File: src/rtl/if_prefetch_queue_pkg.sv
// if_prefetch_queue_pkg: shared widths, reset PC and fetch FSM encoding for the prefetch queue
package if_prefetch_queue_pkg;
  localparam int IF_ADDR_W = 32;
  localparam int IF_DATA_W = 32;
  localparam int IF_Q_ENTRY_WD = IF_ADDR_W + IF_DATA_W;
  localparam logic [31:0] IF_RESET_PC = 32'hBFC00000;
  typedef enum logic {S_RUN = 1'b0, S_WAIT_DS = 1'b1} fetch_state_e;
  function automatic int if_q_entry_wd(input int aw, input int dw);
    return aw + dw;
  endfunction
endpackage

File: src/rtl/if_queue_fifo.sv
// if_queue_fifo: DEPTH-entry {pc,inst} queue with pop-first flush-all / keep-head flush
module if_queue_fifo
  import if_prefetch_queue_pkg::*;
#(
  parameter int W = IF_Q_ENTRY_WD,
  parameter int DEPTH = 4
) (
  input  logic                       clk,
  input  logic                       rst,
  input  logic                       push,
  input  logic [W-1:0]               push_data,
  input  logic                       pop,
  input  logic                       flush_all,
  input  logic                       flush_keep_head,
  output logic                       head_valid,
  output logic [W-1:0]               head_data,
  output logic [$clog2(DEPTH+1)-1:0] occ
);
  localparam int PW = $clog2(DEPTH);
  localparam int CW = $clog2(DEPTH+1);
  logic [W-1:0] mem_q [DEPTH];
  logic [PW-1:0] rd_q, rd_d, wr;
  logic [CW-1:0] cnt_q, cnt_d, left;
  // Pop is applied before either flush so keep-head retains the post-pop head
  always_comb begin
    left = cnt_q - CW'(pop);
    rd_d = rd_q + PW'(pop);
    wr = rd_q + cnt_q[PW-1:0];
    cnt_d = flush_all ? '0 : flush_keep_head ? CW'(left != '0) : left + CW'(push);
  end
  // Read pointer and count; write pointer is derived as rd + count
  always_ff @(posedge clk) begin
    if (!rst) begin
      rd_q <= '0;
      cnt_q <= '0;
    end else begin
      rd_q <= rd_d;
      cnt_q <= cnt_d;
    end
  end
  // Storage write; a push slot freed by a same-cycle pop is safe since the head is read combinationally
  always_ff @(posedge clk) begin
    if (push && !flush_all && !flush_keep_head) mem_q[wr] <= push_data;
  end
  assign head_valid = cnt_q != '0;
  assign head_data = mem_q[rd_q];
  assign occ = cnt_q;
endmodule

File: src/rtl/if_prefetch_queue.sv
// if_prefetch_queue: fetch PC generation, credit-limited SRAM issue, in-flight tracking and redirect
module if_prefetch_queue
  import if_prefetch_queue_pkg::*;
#(
  parameter int ADDR_W = 32,
  parameter int DATA_W = 32,
  parameter int DEPTH = 4,
  parameter int LAT = 1,
  parameter logic [ADDR_W-1:0] RESET_PC = ADDR_W'(IF_RESET_PC),
  parameter int DELAY_SLOT = 1
) (
  input  logic                       clk,
  input  logic                       rst,
  output logic                       inst_sram_en,
  output logic [3:0]                 inst_sram_wen,
  output logic [ADDR_W-1:0]          inst_sram_addr,
  output logic [DATA_W-1:0]          inst_sram_wdata,
  input  logic [DATA_W-1:0]          inst_sram_rdata,
  input  logic                       br_e,
  input  logic [ADDR_W-1:0]          br_addr,
  output logic                       out_valid,
  input  logic                       out_ready,
  output logic [ADDR_W-1:0]          out_pc,
  output logic [DATA_W-1:0]          out_inst,
  output logic [$clog2(DEPTH+1)-1:0] occ
);
  localparam int EW = if_q_entry_wd(ADDR_W, DATA_W);
  localparam int CW = $clog2(DEPTH+1);
  localparam int LW = $clog2(DEPTH+LAT+1);
  fetch_state_e state_q, state_d;
  logic [ADDR_W-1:0] fetch_pc_q, fetch_pc_d, pend_pc_q, pend_pc_d;
  logic [ADDR_W-1:0] ipc_q [LAT];
  logic [ADDR_W-1:0] ipc_d [LAT];
  logic [LAT-1:0] v_q, v_d, k_q, k_d, live, keep, kill;
  logic [LW-1:0] n_live;
  logic [CW-1:0] fifo_occ;
  logic [EW-1:0] head_data;
  logic head_valid, found, left_any, redirect, issue, pop, push, flush_all, flush_keep;
  // Credit check, redirect classification and in-flight kill/keep selection
  always_comb begin
    live = v_q & ~k_q;
    n_live = '0;
    found = 1'b0;
    keep = '0;
    for (int i = LAT-1; i >= 0; i--) begin
      n_live = n_live + LW'(live[i]);
      keep[i] = live[i] & !found;
      found = found | live[i];
    end
    pop = out_valid & out_ready;
    left_any = (fifo_occ - CW'(pop)) != '0;
    redirect = rst & br_e & (state_q == S_RUN);
    kill = !redirect ? '0 : (DELAY_SLOT != 0 && !left_any) ? (live & ~keep) : live;
    flush_all = redirect & (DELAY_SLOT == 0);
    flush_keep = redirect & (DELAY_SLOT != 0) & left_any;
    push = rst & v_q[LAT-1] & !k_q[LAT-1] & !kill[LAT-1];
    issue = rst & !br_e & ((LW'(fifo_occ) + n_live) < LW'(DEPTH));
    v_d[0] = issue;
    k_d[0] = 1'b0;
    ipc_d[0] = fetch_pc_q;
    for (int i = 1; i < LAT; i++) begin
      v_d[i] = v_q[i-1];
      k_d[i] = k_q[i-1] | kill[i-1];
      ipc_d[i] = ipc_q[i-1];
    end
  end
  // Fetch PC and RUN/WAIT_DS sequencing; WAIT_DS issues the delay slot then jumps to the pending target
  always_comb begin
    state_d = state_q;
    fetch_pc_d = fetch_pc_q;
    pend_pc_d = pend_pc_q;
    if (state_q == S_RUN) begin
      if (redirect) begin
        if (DELAY_SLOT != 0 && !left_any && !found) begin
          pend_pc_d = br_addr;
          state_d = S_WAIT_DS;
        end else fetch_pc_d = br_addr;
      end else if (issue) fetch_pc_d = fetch_pc_q + ADDR_W'(4);
    end else begin
      if (br_e) pend_pc_d = br_addr;
      if (issue) begin
        fetch_pc_d = pend_pc_q;
        state_d = S_RUN;
      end
    end
  end
  // State registers; reset clears every in-flight slot so late SRAM data is ignored
  always_ff @(posedge clk) begin
    ipc_q <= ipc_d;
    if (!rst) begin
      state_q <= S_RUN;
      fetch_pc_q <= RESET_PC;
      pend_pc_q <= '0;
      v_q <= '0;
      k_q <= '0;
    end else begin
      state_q <= state_d;
      fetch_pc_q <= fetch_pc_d;
      pend_pc_q <= pend_pc_d;
      v_q <= v_d;
      k_q <= k_d;
    end
  end
  if_queue_fifo #(.W(EW), .DEPTH(DEPTH)) u_fifo (
    .clk(clk),
    .rst(rst),
    .push(push),
    .push_data({ipc_q[LAT-1], inst_sram_rdata}),
    .pop(pop),
    .flush_all(flush_all),
    .flush_keep_head(flush_keep),
    .head_valid(head_valid),
    .head_data(head_data),
    .occ(fifo_occ)
  );
  assign inst_sram_en = issue;
  assign inst_sram_wen = 4'b0;
  assign inst_sram_addr = fetch_pc_q;
  assign inst_sram_wdata = '0;
  assign out_valid = rst & head_valid;
  assign {out_pc, out_inst} = head_data;
  assign occ = rst ? fifo_occ : '0;
endmodule

File: config.mk
export PLATFORM = sky130hd
export DESIGN_NAME = if_prefetch_queue
export DESIGN_NICKNAME = d
export VERILOG_FILES = /design/src/rtl/if_prefetch_queue_pkg.sv /design/src/rtl/if_queue_fifo.sv /design/src/rtl/if_prefetch_queue.sv
export SDC_FILE = /design/constraint.sdc
export NUM_CORES = 1
export LEC_CHECK = 0
export CAP_MARGIN = 20
export CORE_MARGIN = 3
export CORE_UTILIZATION = 42
export DETAILED_ROUTE_END_ITERATION = 10
export SYNTH_ARGS = -nofsm -noshare
export SYNTH_HDL_FRONTEND = slang
export SYNTH_HIERARCHICAL = 1
export SYNTH_SLANG_ARGS = --single-unit
File: constraint.sdc
create_clock -name clk -period 7.01 [get_ports clk]
set_clock_uncertainty 0.05 [all_clocks]
set_input_delay 1.0515 -clock clk [delete_from_list [all_inputs] [get_ports clk]]
set_output_delay 1.0515 -clock clk [all_outputs]
set_load 0.01 [all_outputs]
==> results.md, run 1 <==
* Status: complete, no violations
* Slew Viols, Final at 0
* Vias/cell at 5.22
* Post-route clock period utilization at 0.623
* Cts hold-fix bufs at 0
* Remaining antenna violation count after routing at 0
* Slew margin rel. at 0.321
* Post-CTS Setup Repair Bufs at 0
* Vert. Die Dim at between 150 and 200 um
* Metal3 WL at around 1500 um
* DR iter-0 viols at 502
* Worst-path fanout max at 38
* Yosys warnings at 6
* CTS Sinks at ~360
* Peak VDD IR at 0.000167 V
* Cts bufs inserted at 38
* Worst slew pin tran at 1.02 ns
* Post-Route WL at 31000 um
* Cell area power density at 266 nW/um2
* Routed length per instance at about 20 um
* CTS H-tree lvls at 2
* Setup Crit Path Kind: reg2out
* Final setup viols at 0
* Congestion Overflow GR at 0
* Worst skew pair latency at 0.52 ns
* Distinct cells, synth at slightly below 80
* Synth Area per Inst at roughly 15 um2
* Die area at 36700 um2
* Initial antenna violation count at 0
* Clock transition at path regs at 0.06 ns
* Final HPWL DP at approximately 19000 um
* Vias in the first global route at 8156
* Synth Instances at 951
* DR top layer: met4
* Place WS at between 2 and 2.5 ns
* Post-synth ARST share at 0
* Unrepaired setup endpoints after global routing: no
* Gr usage total at 0.168
* Post-layout nets at 1191
* R2R Setup Slk at roughly 3.0 ns
* Synth Cell Area at 14500 um2
* Hold WC Path Type: reg2reg
* Lkg Pwr at about 5.8 nW
* Row cnt at between 60 and 70
* Fin worst setup slack at 2.64 ns
* CTS tree: done
* Vias post-DR at roughly 8300
* WL met2 at 14600 um
* Antenna Cells at 0
* Final hold vios at 0
* Synthesis-to-layout area growth at 22.1%
* Max Clk Rate at 229 MHz
* Port bufs at 168
* Io pins at between 200 and 250
* Post-synth EDFFs at 256
* CTS max path bufs at 3
* Crit. End Element: output pin
* Critical path arrival at 3.26 ns
* First-pass GRT wire length at 47800 um
* Root Driver: clkbuf_16
* First drt pass iteration count at 5
* CTS resizes at 0
* Core area at around 34000 um2
* Crit path required time at 5.91 ns
* Largest net degree at the start of global routing at 77
* Met1 wire length at 14300 um
* #FFs+latches synth at 359
* Period minus WS final at around 4.4 ns
* Final Wtd Congestion at 0.800
* # DRC at 0
* Crit path launch type: flip-flop
* Main synth FF type: edfxtp_1
* Max-cap violations at 0
* Initial Util at 0.429
* Layout cells sized above 1 at 0.136
* Final TNS setup at 0 ns
* Die W at 191 um
* Sequential area share after synthesis at 0.675
* Hold_ws at 0.330 ns
through the flow:
step	utilization	total power, W	instances	area, um2
3_5_place_dp	0.485	0.00272	1523	16400
5_1_grt	0.524	0.00488	1593	17600
6_report	0.524	0.00469	1593	17600
2_1_floorplan	-	0.00259	989	14600
4_1_cts	0.524	0.00475	1593	17600
3_3_place_gp	0.485	0.00272	1523	16400
kinds of logic after synthesis:
kind of cell / synth area share
compound gates: 0.0833
xor+xnor: 0.00658
fa+ha+maj: 0.00693
buf+inv: 0.0463
flops: 0.675
mux: 0.102
other cells: 0.000260
simple gates: 0.0797
registers in the layout (all words and copies together) (netlist names):
signal	count
inst_sram_addr	32
state_q	1
u_fifo/occ	3
u_fifo/rd_q	2
v_q	1
pend_pc_q	32
u_fifo/mem_q	256
ipc_q	32
final timing paths:
path	startpoint	end	depth (start not counted)
setup reg to reg	u_fifo/occ[1]$_SDFF_PP0_	u_fifo/mem_q[2][44]$_DFFE_PP_	9
hold / removal	inst_sram_addr[0]$_SDFFE_PN0P_	ipc_q[0]$_DFF_P_	0
setup / recovery	u_fifo/rd_q[0]$_SDFF_PN0_	out_pc[31]	3
hold reg to reg	inst_sram_addr[0]$_SDFFE_PN0P_	ipc_q[0]$_DFF_P_	0
where the power goes:
part | internal, W | switching (W)
Combinational | 0.000140 | 0.000160
Sequential | 0.00232 | 0.0000534
Clock | 0.00122 | 0.000793
Total | 0.00369 | 0.00101
cells in the final DEF (no fill, tap or decap), types with 14 or more instances in the layout:
| master | instances |
|---|---|
| a21boi_0 | 21 |
| a21boi_1 | 24 |
| a21oi_1 | 21 |
| a31oi_1 | 17 |
| clkbuf_16 | 40 |
| clkdlybuf4s50_1 | 167 |
| conb_1 | 39 |
| dfxtp_1 | 101 |
| edfxtp_1 | 256 |
| mux4_2 | 60 |
| nand2_1 | 122 |
| nand3_1 | 17 |
| nor2_1 | 17 |
| o211ai_1 | 15 |
| o21ai_0 | 25 |
| o21ai_1 | 14 |
layout make-up:
type / instances / area [um2]
clock buffer: 51 / 1060
fill: 2834 / 16100
clock inverter: 19 / 230
tap: 448 / 561
timing repair buffer: 180 / 1790
sequential: 359 / 9760
inverter: 11 / 41.3
multi-input combinational: 525 / 4210
worst max-delay path: stages, from the launching register on:
cell and delay (ns):
dfxtp_4 0.85, buf_4 0.62, mux4_1 0.67, clkdlybuf4s50_1 0.56
layer usage:
metal / up-vias / track usage
li1: 3922 / -
met1: 4102 / 0.247
met2: 247 / 0.263
met3: 43 / 0.0251
met4: 0 / 0.0485
met5: - / 0
cells in the mapped netlist (3+ instances only):
master / count / area share
edfxtp_1: 256 / 0.53
nand2_1: 122 / 0.032
dfxtp_1: 103 / 0.14
mux4_2: 60 / 0.094
buf_4: 37 / 0.019
o21ai_0: 25 / 0.0087
a21boi_1: 24 / 0.012
buf_2: 24 / 0.0083
clkbuf_1: 23 / 0.0060
a21boi_0: 21 / 0.011
a21oi_1: 21 / 0.0073
nor2_1: 21 / 0.0055
a31oi_1: 17 / 0.0074
nand3_1: 17 / 0.0059
o211ai_1: 15 / 0.0078
o21ai_1: 14 / 0.0048
and2_1: 10 / 0.0043
inv_1: 10 / 0.0026
nand4_1: 9 / 0.0039
and3_1: 8 / 0.0035
ha_1: 8 / 0.0069
nor3_1: 8 / 0.0028
buf_12: 6 / 0.0083
nor4_1: 6 / 0.0026
mux4_1: 4 / 0.0073
nand2b_1: 4 / 0.0017
nor2b_1: 3 / 0.0013
o21a_1: 3 / 0.0016
Note: power is estimated with default switching activity, not from simulation.
==> inputs of run 2 (changes only) <==
==> constraint.sdc (replaced) <==
create_clock -name clk -period 4.5 [get_ports clk]
set_clock_uncertainty 0.05 [all_clocks]
set_input_delay 0.675 -clock clk [delete_from_list [all_inputs] [get_ports clk]]
set_output_delay 0.675 -clock clk [all_outputs]
set_load 0.01 [all_outputs]
==> run 2 against run 1 <==
Compared with the run above:
- total power rose by 54%
- critical path depth up 6
- register-to-register slack worse by 2.4 ns
- global-route usage up 0.28 points
- hold slack improved by 0.0030 ns
- cell area about the same
- wire length grew 0.79%
- flip-flop and latch count unchanged
- utilization barely moved
- first-iteration DRC count increased by 21%
- via count grew 0.16%
- largest cell class unchanged
==> results.md, run 2 (synthesis gave the netlist of run 1 again) <==
* Vias/cell at 5.21 (about the same)
* Hold WC Path Type: reg2reg
* Port bufs at 168 (unchanged)
* Final TNS setup at 0 ns (unchanged)
* CTS Sinks at 359 (unchanged)
* Critical Path Slowest Stage Cell: nor2_4
* Initial Util at 0.429 (unchanged)
* Status: complete, no violations
* Worst skew pair latency at 0.51 ns (about the same)
* # DRC at 0 (unchanged)
* Post-CTS Setup Repair Bufs at 0 (unchanged)
* Area of the multi-input gates at 4210 um2 (unchanged)
* Lkg Pwr at 5.80 nW (-0.11%)
* Row cnt at 67 (unchanged)
* Cts hold-fix bufs at 0 (unchanged)
* Crit path launch type: flip-flop
* Cts bufs inserted at 39 (+2.6%)
* RR Endpoint: u_fifo/mem_q[1][14]$_DFFE_PP_
* Worst slew pin tran at 1.03 ns (+0.0151 ns)
* DR iter-0 viols at 607 (+21%)
* Vert. Die Dim at 191 um (unchanged)
* Register area at 9760 um2 (unchanged)
* Routed length per instance at 19.5 um (+0.54%)
* Slew margin rel. at 0.309 (-0.0117)
* Setup Crit Path Kind: reg2reg
* Initial antenna violation count at 0 (unchanged)
* Unrepaired setup endpoints after global routing: no
* R2R Setup Slk at 0.61 ns (-2.38 ns)
* Period minus WS final at roughly 3.9 ns
* Utilization after layout at 0.524 (about the same)
* Max Clk Rate at 257 MHz
* Congestion Overflow GR at 0 (unchanged)
* Post-route clock period utilization at 0.865
* Post-layout nets at 1198 (+0.59%)
* CP Capture Point: u_fifo/mem_q[1][14]$_DFFE_PP_
* Layout fillers at 2846 (+0.42%)
* FF-to-FF path depth at 9 (unchanged)
* Family with the most delay on the worst path: simple AND/OR/NAND/NOR gates
* Startpoint of the worst-slack reg-to-reg timing path: u_fifo/occ[2]$_SDFF_PP0_
* First-pass GRT wire length at 48700 um (+1.8%)
* Placed instance count at 1529 (+0.39%)
* Remaining antenna violation count after routing at 0 (unchanged)
* Layout cells sized above 1 at 0.135 (-0.00134)
* Cell area power density at 408 nW/um2 (+54%)
* Worst-path fanout max at 36 (-5.3%)
* Most flops, register: u_fifo/mem_q
* Root Driver: clkbuf_16
* Crit. End Element: flip-flop
* Clock transition at path regs at 0.05 ns (about the same)
* Worst path depth at 9 (+6)
* Worst path cell trace: or3_1 > and3_1 > ha_1 > xnor2_1 > a311oi_1 > nor2_1 > nand4bb_1 > nor2_4 > buf_12
* CTS H-tree lvls at 2 (unchanged)
* Gr usage total at 0.171 (+0.00275)
* Slew Viols, Final at 0 (unchanged)
* Peak VDD IR at 0.000321 V (+92%)
* Leading cell types in the layout, fill and taps excluded: 256 x edfxtp_1, 167 x clkdlybuf4s50_1, 122 x nand2_1
* Most common cell after layout, fill and taps aside: edfxtp_1
* Synthesis-to-layout area growth at 22.2% (about the same)
* Final hold vios at 0 (unchanged)
* Max FFs per register at 256 (unchanged)
* Post-Route WL at 31200 um (+0.79%)
* First drt pass iteration count at 5 (unchanged)
* Critical path arrival at 4.04 ns (+0.78 ns)
* CTS max path bufs at 3 (unchanged)
* Antenna Cells at 0 (unchanged)
* Io pins at 205 (unchanged)
* Die area at 36700 um2 (unchanged)
* Final Wtd Congestion at 0.810 (+1.3%)
* Vias post-DR at 8327 (+0.16%)
* CTS resizes at 0 (unchanged)
* CTS tree: done
* Vias in the first global route at 8410 (+3.1%)
* Core area at 33700 um2 (unchanged)
* Final Cell Area at 17700 um2 (about the same)
* CP bufs+invs at 1 (-1)
* Placed instance area at 16400 um2 (+0.50%)
* Final setup viols at 0 (unchanged)
* Worst Setup SP: u_fifo/occ[2]$_SDFF_PP0_
* Non-filler instance count after layout at 1597 (+0.25%)
* Die W at 191 um (unchanged)
* Crit path required time at 4.64 ns (-1.27 ns)
* Max-cap violations at 0 (unchanged)
* Worst path max stage delay at 0.84 ns (about the same)
* Final HPWL DP at 19400 um (-0.29%)
* Largest net degree at the start of global routing at 81 (+5.2%)
## run 2: cell count changes in the layout (fill, tap and decap cells not counted), sizes merged
cell      change
clkbuf        -3
inv           +1
clkinv        -1
buf           +6
clkinvlp      +1
## run 2: report_power, final
part | internal [W] | switching, W | total [W]
logic | 0.000223 | 0.000254 | 0.000478
clock network | 0.00182 | 0.00121 | 0.00304
registers | 0.00362 | 0.0000775 | 0.00370
total | 0.00567 | 0.00155 | 0.00721
## run 2: cell type report
type,instances,share of cell area
clock buffers,48,0.0572
well taps,448,0.0318
multi-input cells,525,0.238
flip-flops and latches,359,0.553
repair buffers,186,0.106
clock inverters,20,0.0116
inverters,11,0.00234
## run 2: worst min-delay path by stage
| stage | to | from | slack (ns) | cells past startpoint |
|---|---|---|---|---|
| after detailed placement | ipc_q[0]$_DFF_P_ | inst_sram_addr[0]$_SDFFE_PN0P_ | 0.34 | 0 |
| final | ipc_q[0]$_DFF_P_ | inst_sram_addr[0]$_SDFFE_PN0P_ | 0.33 | 0 |
| after floorplan | ipc_q[10]$_DFF_P_ | inst_sram_addr[10]$_SDFFE_PN0P_ | 0.34 | 0 |
| after CTS | ipc_q[0]$_DFF_P_ | inst_sram_addr[0]$_SDFFE_PN0P_ | 0.35 | 0 |
| after global placement | ipc_q[0]$_DFF_P_ | inst_sram_addr[0]$_SDFFE_PN0P_ | 0.34 | 0 |
| after global routing | ipc_q[1]$_DFF_P_ | inst_sram_addr[1]$_SDFFE_PN0P_ | 0.36 | 0 |
## run 2: worst register-to-register path: stages, from the launching register on
cell and delay, ns:
dfxtp_1 0.38, or3_1 0.40, and3_1 0.20, ha_1 0.20
xnor2_1 0.35, a311oi_1 0.28, nor2_1 0.24, nand4bb_1 0.25
nor2_4 0.84, buf_12 0.36
## run 2: stage by stage
stage,worst slack [ns],power [W],hold slack (ns)
after global routing,0.358,0.00750,0.360
final,0.607,0.00721,0.333
after global placement,0.349,0.00424,0.336
after CTS,0.570,0.00731,0.346
after floorplan,-0.931,0.00403,0.340
after detailed placement,0.268,0.00425,0.338
## run 2: per-layer routing
layer	share of wire	vias up	global-route usage
met3	0.062	37	0.0347
met4	0.013	0	0.0375
li1	-	3928	-
met5	0	-	0
met1	0.46	4110	0.247
met2	0.46	252	0.271
